$ cat src/rtl/i2c_pkg.sv
// Shared I2C slave-responder definitions: bus widths, default address and the
// FSM state encoding used by i2c_slave_rsp.
package i2c_pkg;

  localparam int I2C_ADDR_WIDTH = 7;
  localparam int I2C_DATA_WIDTH = 8;
  localparam logic [I2C_ADDR_WIDTH-1:0] I2C_SLAVE_ADDRESS = 7'h22;

  typedef enum logic [2:0] {
    ST_IDLE,
    ST_ADDR,
    ST_ADDR_ACK,
    ST_WR_BYTE,
    ST_WR_ACK,
    ST_RD_BYTE,
    ST_RD_ACK,
    ST_IGNORE
  } i2c_rsp_state_t;

endpackage

$ cat src/rtl/i2c_bus_cond_det.sv
// Brings SCL/SDA into the clk_i domain and flags SCL edges plus START/STOP
// conditions as single-cycle pulses on the synchronized values.
module i2c_bus_cond_det (
  input  logic clk_i,
  input  logic rst_i,
  input  logic scl_i,
  input  logic sda_i,
  output logic scl_rise,
  output logic scl_fall,
  output logic start_det,
  output logic stop_det,
  output logic sda_s
);

  logic [1:0] scl_sync;
  logic [1:0] sda_sync;
  logic       scl_prev;
  logic       sda_prev;
  logic       scl_s;

  // Two-flop synchronizers plus one history flop per line for edge detection;
  // the idle bus is high, so everything resets to 1.
  always_ff @(posedge clk_i) begin
    if (rst_i) begin
      scl_sync <= 2'b11;
      sda_sync <= 2'b11;
      scl_prev <= 1'b1;
      sda_prev <= 1'b1;
    end else begin
      // NOTE: non-blocking assignments let every flop sample the pre-edge value,
      // which is what makes this a shift chain rather than a single wire.
      scl_sync <= {scl_sync[0], scl_i};
      sda_sync <= {sda_sync[0], sda_i};
      scl_prev <= scl_sync[1];
      sda_prev <= sda_sync[1];
    end
  end

  assign scl_s = scl_sync[1];
  assign sda_s = sda_sync[1];

  // SCL must be stably high on both samples for an SDA edge to count as START/STOP.
  assign scl_rise  =  scl_s & ~scl_prev;
  assign scl_fall  = ~scl_s &  scl_prev;
  assign start_det =  scl_s &  scl_prev &  sda_prev & ~sda_s;
  assign stop_det  =  scl_s &  scl_prev & ~sda_prev &  sda_s;

endmodule

$ cat src/rtl/i2c_slave_rsp.sv
// I2C slave with a small register file: the first write byte sets the pointer,
// later write bytes store at the pointer, reads stream from the pointer. The
// pointer auto-increments and wraps at MEM_DEPTH in both directions.
module i2c_slave_rsp #(
  parameter int I2C_ADDR_WIDTH = i2c_pkg::I2C_ADDR_WIDTH,
  parameter int I2C_DATA_WIDTH = i2c_pkg::I2C_DATA_WIDTH,
  parameter logic [I2C_ADDR_WIDTH-1:0] SLAVE_ADDRESS = i2c_pkg::I2C_SLAVE_ADDRESS,
  parameter int MEM_DEPTH = 16
) (
  input  logic                         clk_i,
  input  logic                         rst_i,
  input  logic                         scl_i,
  input  logic                         sda_i,
  output logic                         sda_o,
  output logic                         busy,
  output logic                         rx_valid,
  output logic [$clog2(MEM_DEPTH)-1:0] rx_ptr,
  output logic [I2C_DATA_WIDTH-1:0]    rx_data
);

  import i2c_pkg::*;

  localparam int PTR_W = $clog2(MEM_DEPTH);
  localparam int CNT_W = $clog2(I2C_DATA_WIDTH + 1);
  localparam logic [CNT_W-1:0] CNT_FULL = CNT_W'(I2C_DATA_WIDTH);

  logic scl_rise, scl_fall, start_det, stop_det, sda_s;

  i2c_rsp_state_t              state_q, state_nxt;
  logic [CNT_W-1:0]            bit_cnt_q;
  logic [I2C_DATA_WIDTH-1:0]   shift_q;
  logic [PTR_W-1:0]            ptr_q;
  logic                        wr_first_q;
  logic                        ack_q;
  logic [I2C_DATA_WIDTH-1:0]   mem_q [MEM_DEPTH];

  logic byte_done;
  logic addr_match;
  logic rw_bit;

  i2c_bus_cond_det u_det (
    .clk_i     (clk_i),
    .rst_i     (rst_i),
    .scl_i     (scl_i),
    .sda_i     (sda_i),
    .scl_rise  (scl_rise),
    .scl_fall  (scl_fall),
    .start_det (start_det),
    .stop_det  (stop_det),
    .sda_s     (sda_s)
  );

  assign byte_done  = (bit_cnt_q == CNT_FULL);
  assign addr_match = (shift_q[I2C_DATA_WIDTH-1 -: I2C_ADDR_WIDTH] == SLAVE_ADDRESS);
  assign rw_bit     = shift_q[0];

  // State register.
  always_ff @(posedge clk_i) begin
    if (rst_i) state_q <= ST_IDLE;
    else       state_q <= state_nxt;
  end

  // Next-state logic: START/STOP win over everything, otherwise advance on SCL falls.
  always_comb begin
    // NOTE: assigning a default before any branch keeps this block free of latches.
    state_nxt = state_q;
    if (start_det) begin
      state_nxt = ST_ADDR;
    end else if (stop_det) begin
      state_nxt = ST_IDLE;
    end else if (scl_fall) begin
      case (state_q)
        ST_ADDR:     if (byte_done) state_nxt = addr_match ? ST_ADDR_ACK : ST_IGNORE;
        ST_ADDR_ACK: state_nxt = rw_bit ? ST_RD_BYTE : ST_WR_BYTE;
        ST_WR_BYTE:  if (byte_done) state_nxt = ST_WR_ACK;
        ST_WR_ACK:   state_nxt = ST_WR_BYTE;
        ST_RD_BYTE:  if (byte_done) state_nxt = ST_RD_ACK;
        ST_RD_ACK:   state_nxt = ack_q ? ST_IGNORE : ST_RD_BYTE;
        default:     state_nxt = state_q;
      endcase
    end
  end

  // Busy covers the addressed part of a transaction, from address ACK onward.
  always_comb begin
    busy = 1'b0;
    case (state_q)
      ST_ADDR_ACK, ST_WR_BYTE, ST_WR_ACK, ST_RD_BYTE, ST_RD_ACK: busy = 1'b1;
      default: busy = 1'b0;
    endcase
  end

  // Datapath: bit shifting, pointer, register file and the SDA drive. SDA only
  // moves on a detected SCL fall (or releases on START/STOP/reset), so the
  // line is always stable while SCL is high.
  always_ff @(posedge clk_i) begin
    if (rst_i) begin
      sda_o      <= 1'b1;
      rx_valid   <= 1'b0;
      rx_ptr     <= '0;
      rx_data    <= '0;
      bit_cnt_q  <= '0;
      shift_q    <= '0;
      ptr_q      <= '0;
      wr_first_q <= 1'b0;
      ack_q      <= 1'b1;
      // NOTE: the register file is cleared by reset so reads after reset are
      // defined; this costs a reset net on every entry.
      for (int i = 0; i < MEM_DEPTH; i++) mem_q[i] <= '0;
    end else begin
      rx_valid <= 1'b0;
      if (start_det || stop_det) begin
        // A partial byte is simply dropped: nothing is committed until a byte completes.
        bit_cnt_q <= '0;
        sda_o     <= 1'b1;
      end else begin
        if (scl_rise) begin
          case (state_q)
            ST_ADDR, ST_WR_BYTE: begin
              shift_q   <= {shift_q[I2C_DATA_WIDTH-2:0], sda_s};
              bit_cnt_q <= bit_cnt_q + CNT_W'(1);
            end
            ST_RD_BYTE: bit_cnt_q <= bit_cnt_q + CNT_W'(1);
            ST_RD_ACK:  ack_q     <= sda_s;
            default: ;
          endcase
        end
        if (scl_fall) begin
          case (state_q)
            ST_ADDR: begin
              if (byte_done) begin
                bit_cnt_q <= '0;
                sda_o     <= ~addr_match;
              end
            end
            ST_ADDR_ACK: begin
              bit_cnt_q <= '0;
              if (rw_bit) begin
                shift_q <= mem_q[ptr_q];
                sda_o   <= mem_q[ptr_q][I2C_DATA_WIDTH-1];
              end else begin
                sda_o      <= 1'b1;
                wr_first_q <= 1'b1;
              end
            end
            ST_WR_BYTE: begin
              if (byte_done) begin
                bit_cnt_q <= '0;
                sda_o     <= 1'b0;
                if (wr_first_q) begin
                  ptr_q      <= shift_q[PTR_W-1:0];
                  wr_first_q <= 1'b0;
                end else begin
                  mem_q[ptr_q] <= shift_q;
                  rx_valid     <= 1'b1;
                  rx_ptr       <= ptr_q;
                  rx_data      <= shift_q;
                  ptr_q        <= ptr_q + PTR_W'(1);
                end
              end
            end
            ST_WR_ACK: sda_o <= 1'b1;
            ST_RD_BYTE: begin
              if (byte_done) begin
                bit_cnt_q <= '0;
                sda_o     <= 1'b1;
                ptr_q     <= ptr_q + PTR_W'(1);
              end else begin
                shift_q <= {shift_q[I2C_DATA_WIDTH-2:0], 1'b0};
                sda_o   <= shift_q[I2C_DATA_WIDTH-2];
              end
            end
            ST_RD_ACK: begin
              if (!ack_q) begin
                shift_q <= mem_q[ptr_q];
                sda_o   <= mem_q[ptr_q][I2C_DATA_WIDTH-1];
              end else begin
                sda_o <= 1'b1;
              end
            end
            default: sda_o <= 1'b1;
          endcase
        end
      end
    end
  end

endmodule

$ cat config.mk
export PLATFORM = sky130hd
export DESIGN_NAME = i2c_slave_rsp
export DESIGN_NICKNAME = d
export VERILOG_FILES = /design/src/rtl/i2c_pkg.sv /design/src/rtl/i2c_bus_cond_det.sv /design/src/rtl/i2c_slave_rsp.sv
export SDC_FILE = /design/constraint.sdc
export NUM_CORES = 1
export LEC_CHECK = 0
export ABC_AREA = 1
export BUFFER_PORTS_ARGS = -buffer_cell sky130_fd_sc_hd__clkbuf_2
export CORE_MARGIN = 3
export CORE_UTILIZATION = 35
export CTS_CLUSTER_DIAMETER = 120
export CTS_CLUSTER_SIZE = 24
export DETAILED_ROUTE_END_ITERATION = 8
export GPL_ROUTABILITY_DRIVEN = 0
export GPL_TIMING_DRIVEN = 0
export HOLD_SLACK_MARGIN = 0.05
export PLACE_DENSITY = 0.54
export SKIP_LAST_GASP = 1
export SLEW_MARGIN = 0
export SYNTH_ARGS = -nofsm -noshare
export SYNTH_HDL_FRONTEND = slang
export SYNTH_HIERARCHICAL = 1
export SYNTH_SLANG_ARGS = --single-unit
$ cat constraint.sdc
create_clock -name clk_i -period 4.65 [get_ports clk_i]
set_input_delay 0.93 -clock clk_i [delete_from_list [all_inputs] [get_ports clk_i]]
set_output_delay 0.93 -clock clk_i [all_outputs]
set_load 0.05 [all_outputs]
* Yosys cells after proc, flatten, opt, wreduce, memory -nomap -nowiden
Memories as Yosys holds them, arrays and structs flattened. A register that Yosys moved wholly into a read port is not among the register bits.
Cells that the tools add are included.
** Storage, ports and cells
- Flip-flop bits (word level) :: 41
- Latch bits :: 0
- RAM bits :: 128
- Bits in read-only memories :: 0
- Input port bits :: 4
- Output and inout port bits :: 15
- Word-level logic and storage cells :: 115
- Memories :: 1
** Memories
- mem_q :: words 16, bits a word 8, read ports 1, clocked after memory_dff 1, wr ports 16, line i2c_slave_rsp.sv:35 : logic [I2C_DATA_WIDTH-1:0] mem_q [MEM_DEPTH];
** Cells by class
- $add $sub $neg :: 2
- Multipliers :: 0
- Divide/modulo/power cells :: 0
- $lt $le $gt $ge :: 0
- Equal/unequal tests :: 15
- Shifts and indexed selects :: 0
- Mux-type cells :: 49
- Bitwise gates (word level) :: 14
- Reduce and logical (&&, ||, !) cells :: 19
** Operators with widths (number)
- 2-to-1 mux 8 bit :: 7
- 2-to-1 mux 4 bit :: 10
- AND reduction 5 bit :: 5
- case mux 8 bit (3 select lines) :: 1
- 2-to-1 mux 1 bit :: 20
- case mux 3 bit (6 select lines) :: 1
- case mux 4 bit (2 select lines) :: 2
- 2-to-1 mux 3 bit :: 5
- != test 4 bit (second input constant) :: 3
- equality test 3 bit (second input constant) :: 3
- adder 4 x 1 -> 4 bit (second input constant) :: 2
- != test 2 bit (second input constant) :: 4
- nonzero test 8 bit :: 1
- OR reduction 8 bit :: 1
- bitwise AND 1 bit :: 7
- equality test 7 x 6 -> 1 bit (second input constant) :: 1
- inverter 1 bit :: 7
- equality test 3 x 2 -> 1 bit (second input constant) :: 2
- AND reduction 3 bit :: 2
- nonzero test 6 bit :: 1
- OR reduction 3 bit :: 2
- case mux 1 bit (5 select lines) :: 1
- OR reduction 5 bit :: 1
- equality test 4 bit (second input constant) :: 1
- other kinds (7) :: 9

* Depth between registers and ports, before layout
Gate-level depths: netlist of run 1.
- Depth after elaboration :: 9
- Gate-level depth with buffers :: 12
- Gate-level depth less buffers :: 12

* By module
Netlist of run 1, hierarchy kept.
** Modules (own cells, without submodules)
- i2c_slave_rsp :: times used 1, cells each 898, area an instance 8034.0 um2, sequential area each 4624.4 um2
- i2c_bus_cond_det :: times used 1, cells each 24, area an instance 197.7 um2, sequential area each 120.1 um2

* Worst setup path before layout of run 1
No wires, ideal clock.
- Path type :: input -> register
- Start :: in rst_i
- End :: mem mem_q[0][0], enable pin
- Setup time :: 0.302 ns
- Data arrival time :: 1.919 ns
- Required time :: 4.348 ns
- Path slack :: 2.430 ns
- Cell stages on the path :: 5
- Path buffers :: 3
- Cells stage by stage :: clkbuf_1 > inv_1 > clkbuf_1 > clkbuf_1 > nand2_1
** RTL lines
- start, declared :: line i2c_slave_rsp.sv:11 : input logic rst_i,
- end, declared :: line i2c_slave_rsp.sv:35

==> results by group, run 1 <==
Status
  • Status: finished clean

Cells and area
  • Commonest non-fill, non-tap cell in the layout: nand2_1
  • Most frequent cells in the layout: 206 x nand2_1, 185 x nor2_1, 128 x edfxtp_1
  • Layout area overhead: 12.74%
  • Ant. Diodes: 0
  • Final Cell Area: 9280 um^2
  • Cell Count, Final, Fillers Out: 1285
  • Post-layout nets: 969
  • Layout cells sized above 1: 10.60%

STA
  • Period utilization: approximately 64%
  • Endpoints failing hold: 0
  • Final TNS setup: 0 ps
  • Period minus WS final: 2993 ps
  • Worst Max-Slew Pin Slew: approximately 930 ps
  • Setup violators final: 0
  • Fin. max-slew vios: 0
  • Clk_skew: 11.22 ps
  • Worst rel slew slack: between 30 and 40%
  • RSZ-0062 raised after global routing: no
  • Fmax: 334.1 MHz

Routing
  • Drt pass-1 iters: 6
  • Final wirelength: between 20000 and 25000 um
  • 1st-iter DRT viols: 623
  • ANT nets after route: 0
  • Avg WL per Cell: around 19 um
  • Post-route DRC: 0
  • Vias: 6525
  • Vias per inst: 5.078

Logic synthesis
  • Post-Syn Nets: just over 900
  • Synthesized area per cell: 8.928 um^2
  • Cell area after synthesis: 8232 um^2
  • Unique cell type count in the Yosys netlist: 35
  • Flops & latches, synth: 173
  • Synth Instances: 922
  • Register area share after synthesis: 57.64%
  • Synth warnings: 6

Floorplan
  • Core area: 22850 um^2
  • I/O pin total: 19
  • Initial core utilization: around 36%
  • Die area: 25400 um^2
  • Die Width: approximately 160 um
  • Chip Height: 159.4 um
  • Rows: 55

Clock network
  • H-tree Lvls: 4
  • CTS Buf Count: 17
  • CTS resizes: 0
  • CTS tree: yes
  • Sink Count: 173
  • Number of setup buffers added after CTS: 0
  • Clock slew at reported path FFs: 70 ps
  • Clk_lat worst skew: 440 ps
  • Post-CTS Hold Fix Bufs: 0
  • CTS max path bufs: 2
  • CTS Root Cell: clkbuf_16

Critical path
  • Kind of critical path: in -> reg
  • Startpoint type of the worst setup path: primary input
  • CP Capture Type: register
  • Crit-path max FO: 10
  • WP data required: roughly 4700 ps
  • Crit path DAT: 3060 ps

Place
  • Post-Place Cells: 1253
  • Placed standard-cell area: 8713 um^2
  • Port Buffers: 18
  • Hpwl dp: about 17000 um

Flow run
  • Max-capacitance violation count: 0

Power and ir drop
  • Cell Pwr Density: 356.8 nW/um^2
  • VDD IR max: 0.2226 mV
  • Leakage Power: 3.771 nW

GRT
  • First-pass GRT wire length: between 30000 and 40000 um
  • Total gr overflow: 0
  • GRT Util Overall: around a fifth
  • Pin count of the biggest net entering global routing: 17
  • Initial antenna violation count: 0
  • Vias in the first global route: 6171

Worst hold path
  • HP Class: reg -> reg
==> critical path: stages <==
cell	delay (ps)
clkbuf_2	120
clkbuf_1	260
inv_1	150
clkbuf_1	390
clkbuf_1	750
nand2_1	470
==> through the flow <==
| stage | worst slack (ps) | hold slack [ps] | util, % | total power, mW |
|---|---|---|---|---|
| finish | 1657 | 404.9 | 40.62 | 3.311 |
| global route | 1573 | 430.9 | 40.62 | 3.419 |
| CTS | 1654 | 406.9 | 40.62 | 3.323 |
| detailed placement | 1228 | 389.3 | 38.14 | 1.948 |
| global placement | 1208 | 387.7 | 38.14 | 1.949 |
| floorplan | 2430 | 383.2 | - | 1.874 |
==> worst paths after layout <==
check / from / end / slack, ps / cells past startpoint
setup / recovery: rst_i / mem_q[9][2]$_SDFFCE_PN0P_ / 1660 / 6
hold / removal: u_det/scl_sync[0]$_SDFF_PP1_ / u_det/scl_sync[1]$_SDFF_PP1_ / 400 / 1
setup reg to reg: u_det/sda_sync[1]$_SDFF_PP1_ / mem_q[4][0]$_SDFFCE_PN0P_ / 2080 / 12
hold reg to reg: u_det/scl_sync[0]$_SDFF_PP1_ / u_det/scl_sync[1]$_SDFF_PP1_ / 400 / 1
==> registers in the layout, indices dropped and copies added (netlist names), named ones only <==
name	flops
wr_first_q	1
sda_o	1
u_det/scl_prev	1
rx_valid	1
u_det/scl_sync	2
u_det/sda_sync	2
mem_q	128
shift_q	8
u_det/sda_prev	1
rx_data	8
rx_ptr	4
ack_q	1
bit_cnt_q	4
ptr_q	4
state_q	3
==> kinds of logic (layout without fill, tap and decap cells) <==
kind of cell,Yosys count,in the layout,share of synthesized area [%]
DFF,173,173,57.64
buffers and inverters,111,161,5.290
AOI/OAI and AO/OA,136,136,9.181
and+or+nand+nor,493,493,26.66
xor gates and xnor gates,3,3,0.3193
adders and majority gates,6,6,0.9120
==> layer usage <==
layer | vias up | wire length (um) | global-route usage, %
met2 | 227 | 10950 | 29.02
met4 | 0 | 676 | 7.640
li1 | 3144 | - | -
met3 | 42 | 1644 | 3.668
met1 | 3112 | 10940 | 27.11
met5 | - | 0 | 0
==> synthesized netlist by cell type (all sizes together) <==
master	number	area (um^2)
a211oi	2	15.01
a21oi	64	320.3
a22oi	2	15.01
a31oi	1	6.260
buf	16	76.32
clkbuf	28	105.1
clkinv	7	26.28
dfxtp	45	900.9
edfxtp	128	3844
ha	6	75.07
inv	60	227.7
nand2	224	965.9
nand3	51	260.3
nand4	6	37.54
nor2	202	870.8
nor3	3	15.01
nor4	1	6.260
o211ai	3	22.52
o21ai	42	210.2
o31ai	21	157.7
o41ai	1	8.760
or2	5	31.28
or4	1	7.510
xor2	3	26.28
==> final cells by class <==
type / instances / area, um^2
buffer: 44 / 181.4
clock buffer: 20 / 457.9
clock inverter: 12 / 108.9
fill: 2327 / 13570
inverter: 67 / 254.0
multi-input combinational: 638 / 3052
sequential: 173 / 4745
tap: 313 / 391.6
timing repair buffer: 18 / 90.09
==> power by group <==
part / switching, mW / internal (mW)
Sequential: 0.0286 / 1.72
Clock: 0.620 / 0.775
Combinational: 0.134 / 0.0370
Power figures use the tool's default switching activity.
==> inputs of run 2 (changes only) <==
ABC_AREA = 0   (was 1)
PLACE_DENSITY = 0.55   (was 0.54)
clock period = 2.7 ns   (was 4.65 ns; I/O delays follow)
==> results by group, run 2 <==
Cells and area
  • Layout cells sized above 1: 23.19% (was 10.60%)
  • Final Cell Area: 9577 um^2 (was 9280 um^2)
  • Cell Count, Final, Fillers Out: 1016 (was 1285)
  • Fillers: 2172 (was 2327)
  • Top reg by flops: mem_q (unchanged)
  • Ant. Diodes: 0 (unchanged)
  • Most frequent cells in the layout: 131 x and2_1, 128 x edfxtp_1, 45 x dfxtp_1 (was 206 x nand2_1, 185 x nor2_1, 128 x edfxtp_1)
  • Largest regs: mem_q x128, rx_data x8, shift_q x8 (unchanged)
  • Layout area overhead: 15.43% (was 12.74%)
  • Final Util: 41.67% (was 40.62%)
  • Max FFs per register: 128 (unchanged)
  • Commonest non-fill, non-tap cell in the layout: and2_1 (was nand2_1)
  • Post-layout nets: 700 (was 969)

Critical path
  • FF-to-FF End: mem_q[5][7]$_SDFFCE_PN0P_ (was mem_q[4][0]$_SDFFCE_PN0P_)
  • WP data required: 2800 ps (was 4720 ps)
  • Crit path DAT: 2640 ps (was 3060 ps)
  • Startpoint type of the worst setup path: register (was primary input)
  • Kind of critical path: reg -> reg (was in -> reg)
  • Worst r2r src: u_det/sda_sync[1]$_SDFF_PP1_ (unchanged)
  • R2R setup slack: 170 ps (was 2080 ps)
  • Crit-path max FO: 10 (unchanged)
  • CP Capture Type: register (unchanged)
  • R2R cell count: 7 (was 12)

Floorplan
  • Chip Height: 160.0 um (was 159.4 um)
  • Initial core utilization: 36.10% (was 36.03%)
  • Core area: 22980 um^2 (was 22850 um^2)
  • I/O pin total: 19 (unchanged)
  • Die Width: 160.0 um (was 159.4 um)
  • Die area: 25590 um^2 (was 25400 um^2)
  • Rows: 55 (unchanged)

Power and ir drop
  • Switching power: 1.299 mW (was 0.7824 mW)
  • Switching fraction of total power: 23.08% (was 23.63%)
  • Cell Pwr Density: 587.8 nW/um^2 (was 356.8 nW/um^2)
  • Seq pwr share: 52.9% (was 52.7%)
  • Clk network pwr share: 43.2% (was 42.1%)
  • VDD IR max: 0.4465 mV (was 0.2226 mV)
  • Leakage Power: 3.440 nW (was 3.771 nW)
  • Logic gate share of total power: 3.9% (was 5.2%)
  • Internal power: 4.330 mW (was 2.529 mW)

Worst hold path
  • HP Class: in -> reg (was reg -> reg)
  • Hold Crit Start: sda_i (was u_det/scl_sync[0]$_SDFF_PP1_)
  • Worst hold path depth: 2 (was 1)
  • Sink of the worst hold path: u_det/sda_sync[0]$_SDFF_PP1_ (was u_det/scl_sync[1]$_SDFF_PP1_)

Routing
  • Post-route DRC: 0 (unchanged)
  • Final wirelength: 20560 um (was 24210 um)
  • Drt pass-1 iters: 5 (was 6)
  • Avg WL per Cell: 20.24 um (was 18.84 um)
  • ANT nets after route: 0 (unchanged)
  • Vias: 5188 (was 6525)
  • Vias per inst: 5.106 (was 5.078)
  • 1st-iter DRT viols: 323 (was 623)

Clock network
  • CTS Root Cell: clkbuf_16 (unchanged)
  • CTS tree: yes (unchanged)
  • Sink Count: 173 (unchanged)
  • Clock slew at reported path FFs: 70 ps (about the same)
  • CTS max path bufs: 2 (unchanged)
  • Post-CTS Hold Fix Bufs: 0 (unchanged)
  • Clk_lat worst skew: 430 ps (was 440 ps)
  • H-tree Lvls: 4 (unchanged)
  • CTS Buf Count: 17 (unchanged)

Logic synthesis
  • Post-Syn Nets: 644 (was 932)
  • Top cells by area, synth: edfxtp_1 46%, dfxtp_1 11%, and2_1 9.9% (was edfxtp_1 47%, dfxtp_1 11%, nand2_1 9.4%)
  • Synth warnings: 6 (unchanged)
  • Cell area after synthesis: 8297 um^2 (was 8232 um^2)
  • Synth Instances: 634 (was 922)
  • Unique cell type count in the Yosys netlist: 64 (was 35)
  • Yosys top cell area share: 46.33% (was 46.69%)
  • Flops & latches, synth: 173 (unchanged)
  • Ys async rst share: 0% (unchanged)
  • Post-synth top area cell: edfxtp_1 (unchanged)
  • Commonest cells post-synth: 131 x and2_1, 128 x edfxtp_1, 45 x dfxtp_1, 40 x nand2_1, 30 x mux4_2 (was 206 x nand2_1, 185 x nor2_1, 128 x edfxtp_1, 64 x a21oi_1, 55 x inv_1)
  • Register area share after synthesis: 57.19% (was 57.64%)
  • Post-synth EDFFs: 128 (unchanged)
  • Synthesized area per cell: 13.09 um^2 (was 8.928 um^2)
  • Count leader, synth: and2_1 (was nand2_1)
  • Most used DFF post-synth: edfxtp_1 (unchanged)

GRT
  • Vias in the first global route: 5408 (was 6171)
  • Total gr overflow: 0 (unchanged)
  • Initial antenna violation count: 0 (unchanged)
  • First-pass GRT wire length: 32070 um (was 36960 um)
  • Pin count of the biggest net entering global routing: 18 (was 17)
  • GRT Util Overall: 16.55% (was 19.16%)

Place
  • Place WS: -319.0 ps (was 1228 ps)
  • Placed standard-cell area: 8778 um^2 (was 8713 um^2)
  • Hpwl dp: 14630 um (was 16880 um)
  • Post-Place Cells: 965 (was 1253)
  • Port Buffers: 18 (unchanged)

STA
  • RSZ-0062 raised after global routing: no (unchanged)
  • Setup violators final: 0 (unchanged)
  • Period utilization: between 90 and 100%
  • Fin. max-slew vios: 0 (unchanged)
  • Worst rel slew slack: 53.68% (was 37.82%)
  • Worst Max-Slew Pin Slew: 694.9 ps (was 929.2 ps)
  • Clk_skew: 8.406 ps (was 11.22 ps)
  • Setup WS post-layout: 168.7 ps (was 1657 ps)
  • Period minus WS final: roughly 2500 ps
  • Fmax: 395.1 MHz
  • Final TNS setup: 0 ps (unchanged)
  • Endpoints failing hold: 0 (unchanged)

Flow run
  • Max-capacitance violation count: 0 (unchanged)

Status
  • Status: finished clean (unchanged)
## run 2: worst max-delay path: stages, from the launching register on
cell     delay, ps
dfxtp_1        410
and4b_1        280
or3b_1         400
nor2_1         140
nand2_1        100
buf_2          280
nor3_4         270
or2_2          320
## run 2: timing repair
action,4_1_cts,5_1_grt
setup endpoints to repair,129,81
gates resized for setup,10,5
pin swaps,7,9
endpoints found under the hold margin,0,0
setup buffers,6,13
## run 2: cell type report
cell class	count	area (um^2)	share of cell area [%]
repair buffers	37	232.7	2.430
inverters	6	22.52	0.2352
clock inverters	15	152.6	1.594
well taps	313	391.6	4.089
plain buffers	46	232.7	2.430
multi-input cells	409	3374	35.24
clock buffers	17	425.4	4.442
flip-flops and latches	173	4745	49.54
## run 2: cells by family after synthesis
family / share of synthesized area (%)
fa+ha+maj: 0.9048
buf+inv: 3.046
mux: 11.37
flops: 57.19
xor+xnor: 0.4223
compound gates: 5.957
simple gates: 21.11
## run 2: worst max-delay path by stage
stage / end / depth (start not counted) / start / slack [ps]
3_3_place_gp: mem_q[10][4]$_SDFFCE_PN0P_ / 7 / u_det/sda_sync[1]$_SDFF_PP1_ / -280
6_report: mem_q[5][7]$_SDFFCE_PN0P_ / 7 / u_det/sda_sync[1]$_SDFF_PP1_ / 170
5_1_grt: mem_q[14][6]$_SDFFCE_PN0P_ / 7 / u_det/sda_sync[1]$_SDFF_PP1_ / 30
4_1_cts: mem_q[13][7]$_SDFFCE_PN0P_ / 7 / u_det/sda_sync[1]$_SDFF_PP1_ / -110
3_5_place_dp: mem_q[10][6]$_SDFFCE_PN0P_ / 7 / u_det/sda_sync[1]$_SDFF_PP1_ / -320
2_1_floorplan: mem_q[0][0]$_SDFFCE_PN0P_ / 8 / u_det/scl_prev$_SDFF_PP1_ / 460
## run 2: per-layer routing
metal / global-route usage, % / wire (um) / share of wire (%)
met2: 25.93 / 9719 / 47
met3: 4.643 / 1301 / 6.3
met1: 23.05 / 9312 / 45
met4: 3.708 / 228 / 1.1
met5: 0 / 0 / 0
## run 2: power groups by stage
stage          clock (mW)  combinational, mW  sequential, mW
2_1_floorplan           0              0.145            3.02
3_3_place_gp            0              0.213            3.03
3_5_place_dp            0              0.216            3.04
4_1_cts              2.47              0.218            2.98
5_1_grt              2.58              0.237            2.99
6_report             2.43              0.217            2.98
## run 2: through the flow
stage | hold slack [ps] | total power, mW
2_1_floorplan | 383.2 | 3.166
3_3_place_gp | 388.2 | 3.246
3_5_place_dp | 403.1 | 3.257
4_1_cts | 276.1 | 5.664
5_1_grt | 271.1 | 5.807
6_report | 287.0 | 5.629
==> inputs of run 3 (changes only) <==
==> constraint.sdc (replaced) <==
create_clock -name clk_i -period 2.7 [get_ports clk_i]
set_input_delay 0.27 -clock clk_i [delete_from_list [all_inputs] [get_ports clk_i]]
set_output_delay 0.27 -clock clk_i [all_outputs]
set_load 0.05 [all_outputs]
==> results by group, run 3 (synthesis results as in run 2) <==
Status
  • Status: finished clean (unchanged)

Clock network
  • Clock slew at reported path FFs: 70 ps (about the same)
  • CTS Root Cell: clkbuf_16 (unchanged)
  • CTS Buf Count: 17 (unchanged)
  • H-tree Lvls: 4 (unchanged)
  • CTS tree: yes (unchanged)
  • Sink Count: 173 (unchanged)
  • CTS max path bufs: 2 (unchanged)
  • Clk_lat worst skew: 430 ps (about the same)

Power and ir drop
  • Final total power: 5.628 mW (was 5.629 mW)
  • Seq pwr share: 53.0% (was 52.9%)
  • Clk network pwr share: 43.1% (was 43.2%)
  • Logic gate share of total power: 3.9% (about the same)
  • Switching fraction of total power: 23.03% (was 23.08%)
  • Internal power: 4.332 mW (was 4.330 mW)
  • Leakage Power: 3.440 nW (about the same)
  • Cell Pwr Density: 586.6 nW/um^2 (was 587.8 nW/um^2)
  • VDD IR max: 0.4447 mV (was 0.4465 mV)
  • Switching power: 1.296 mW (was 1.299 mW)

Floorplan
  • Initial core utilization: 36.10% (unchanged)
  • Die area: 25590 um^2 (unchanged)
  • I/O pin total: 19 (unchanged)
  • Rows: 55 (unchanged)
  • Core area: 22980 um^2 (unchanged)
  • Die Width: 160.0 um (unchanged)
  • Chip Height: 160.0 um (unchanged)

Cells and area
  • Largest regs: mem_q x128, rx_data x8, shift_q x8 (unchanged)
  • Cell Count, Final, Fillers Out: 1018 (was 1016)
  • Fillers: 2172 (unchanged)
  • Layout area overhead: 15.64% (was 15.43%)
  • Top reg by flops: mem_q (unchanged)
  • Multi-input logic area: 3374 um^2 (unchanged)
  • Layout cells sized above 1: 22.84% (was 23.19%)
  • Seq. cell area: 4745 um^2 (unchanged)
  • Ant. Diodes: 0 (unchanged)
  • Max FFs per register: 128 (unchanged)
  • Commonest non-fill, non-tap cell in the layout: and2_1 (unchanged)
  • Post-layout nets: 702 (was 700)
  • Most frequent cells in the layout: 131 x and2_1, 128 x edfxtp_1, 45 x dfxtp_1 (unchanged)

STA
  • Final TNS setup: 0 ps (unchanged)
  • Fin. max-slew vios: 0 (unchanged)
  • RSZ-0062 raised after global routing: no (unchanged)
  • Period minus WS final: 2547 ps (was 2531 ps)
  • Clk_skew: 10.08 ps (was 8.406 ps)
  • Hold WS: 160.5 ps (was 287.0 ps)
  • Setup violators final: 0 (unchanged)
  • Period utilization: 94.33% (was 93.75%)
  • Setup WS post-layout: 153.2 ps (was 168.7 ps)
  • Worst rel slew slack: 53.79% (was 53.68%)
  • Fmax: 392.6 MHz (was 395.1 MHz)
  • Worst Max-Slew Pin Slew: 693.2 ps (was 694.9 ps)
  • Endpoints failing hold: 0 (unchanged)

Routing
  • 1st-iter DRT viols: 320 (was 323)
  • Drt pass-1 iters: 5 (unchanged)
  • Avg WL per Cell: 20.20 um (was 20.24 um)
  • Vias: 5212 (was 5188)
  • Post-route DRC: 0 (unchanged)
  • ANT nets after route: 0 (unchanged)
  • Vias per inst: 5.120 (was 5.106)
  • Final wirelength: 20570 um (was 20560 um)

Critical path
  • Startpoint type of the worst setup path: register (unchanged)
  • R2R setup slack: 150 ps (was 170 ps)
  • Crit path DAT: 2650 ps (was 2640 ps)
  • CP Capture Type: register (unchanged)
  • Kind of critical path: reg -> reg (unchanged)
  • Crit-path max FO: 10 (unchanged)
  • FF-to-FF End: mem_q[5][7]$_SDFFCE_PN0P_ (unchanged)
  • WP data required: 2800 ps (about the same)
  • Worst r2r src: u_det/sda_sync[1]$_SDFF_PP1_ (unchanged)
  • R2R cell count: 7 (unchanged)

GRT
  • Total gr overflow: 0 (unchanged)
  • Pin count of the biggest net entering global routing: 18 (unchanged)
  • GRT Util Overall: 16.56% (was 16.55%)
  • Vias in the first global route: 5423 (was 5408)
  • Initial antenna violation count: 0 (unchanged)
  • First-pass GRT wire length: 32130 um (was 32070 um)

Place
  • Port Buffers: 18 (unchanged)
  • Post-Place Cells: 965 (unchanged)
  • Hpwl dp: 14630 um (unchanged)
  • Place WS: -319.0 ps (unchanged)

Worst hold path
  • Sink of the worst hold path: u_det/scl_prev$_SDFF_PP1_ (was u_det/sda_sync[0]$_SDFF_PP1_)
  • HP Class: in -> reg (unchanged)
  • Hold Crit Start: rst_i (was sda_i)
  • Worst hold path depth: 2 (unchanged)

Flow run
  • Max-capacitance violation count: 0 (unchanged)
==> run 3: critical path, stage by stage (launching register included) <==
cell and delay [ps]:
dfxtp_1 410, and4b_1 290, or3b_1 410, nor2_1 150, nand2_1 100, buf_2 280, nor3_4 270, or2_2 320
==> run 3: worst max-delay path by stage <==
stage | startpoint | endpoint | slack [ps] | cells past startpoint
after floorplan | u_det/scl_prev$_SDFF_PP1_ | mem_q[0][0]$_SDFFCE_PN0P_ | 460 | 8
after global placement | u_det/sda_sync[1]$_SDFF_PP1_ | mem_q[10][4]$_SDFFCE_PN0P_ | -280 | 7
after detailed placement | u_det/sda_sync[1]$_SDFF_PP1_ | mem_q[10][6]$_SDFFCE_PN0P_ | -320 | 7
after CTS | u_det/sda_sync[1]$_SDFF_PP1_ | mem_q[13][7]$_SDFFCE_PN0P_ | -110 | 7
after global routing | u_det/sda_sync[1]$_SDFF_PP1_ | mem_q[14][6]$_SDFFCE_PN0P_ | 30 | 7
final | u_det/sda_sync[1]$_SDFF_PP1_ | mem_q[5][7]$_SDFFCE_PN0P_ | 150 | 7
==> run 3: area by class of cell <==
class / count / share of cell area [%]
plain buffers: 46 / 2.400
repair buffers: 39 / 2.634
clock buffers: 17 / 4.434
multi-input cells: 409 / 35.17
flip-flops and latches: 173 / 49.45
well taps: 313 / 4.082
clock inverters: 15 / 1.591
inverters: 6 / 0.2347
==> run 3: power groups by stage <==
stage          combinational (mW)  sequential, mW  clock, mW
6_report                    0.220            2.98       2.43
3_5_place_dp                0.216            3.04          0
4_1_cts                     0.220            2.98       2.47
3_3_place_gp                0.213            3.03          0
2_1_floorplan               0.145            3.02          0
5_1_grt                     0.239            2.99       2.58
==> run 3: what timing repair did <==
action                     in CTS  in global routing
hold buffers                    2                  0
hold endpoints to repair        2                  0
resized for setup               9                  3
setup buffers                   6                 13
setup endpoints to repair     128                 80
pin swaps                       7                  9
==> run 3: routing by layer <==
layer | global-route usage, % | vias up | routed length (um)
li1 | - | 2434 | -
met1 | 23.05 | 2608 | 9282
met2 | 25.97 | 154 | 9793
met3 | 4.643 | 16 | 1262
met4 | 3.708 | 0 | 229
met5 | 0 | - | 0
==> run 3: stage by stage <==
| stage | instance area [um^2] | util, % |
|---|---|---|
| final | 9594 | 41.74 |
| after global routing | 9594 | 41.74 |
| after CTS | 9478 | 41.24 |
| after detailed placement | 8778 | 38.19 |
| after global placement | 8778 | 38.19 |
| after floorplan | 8297 | - |
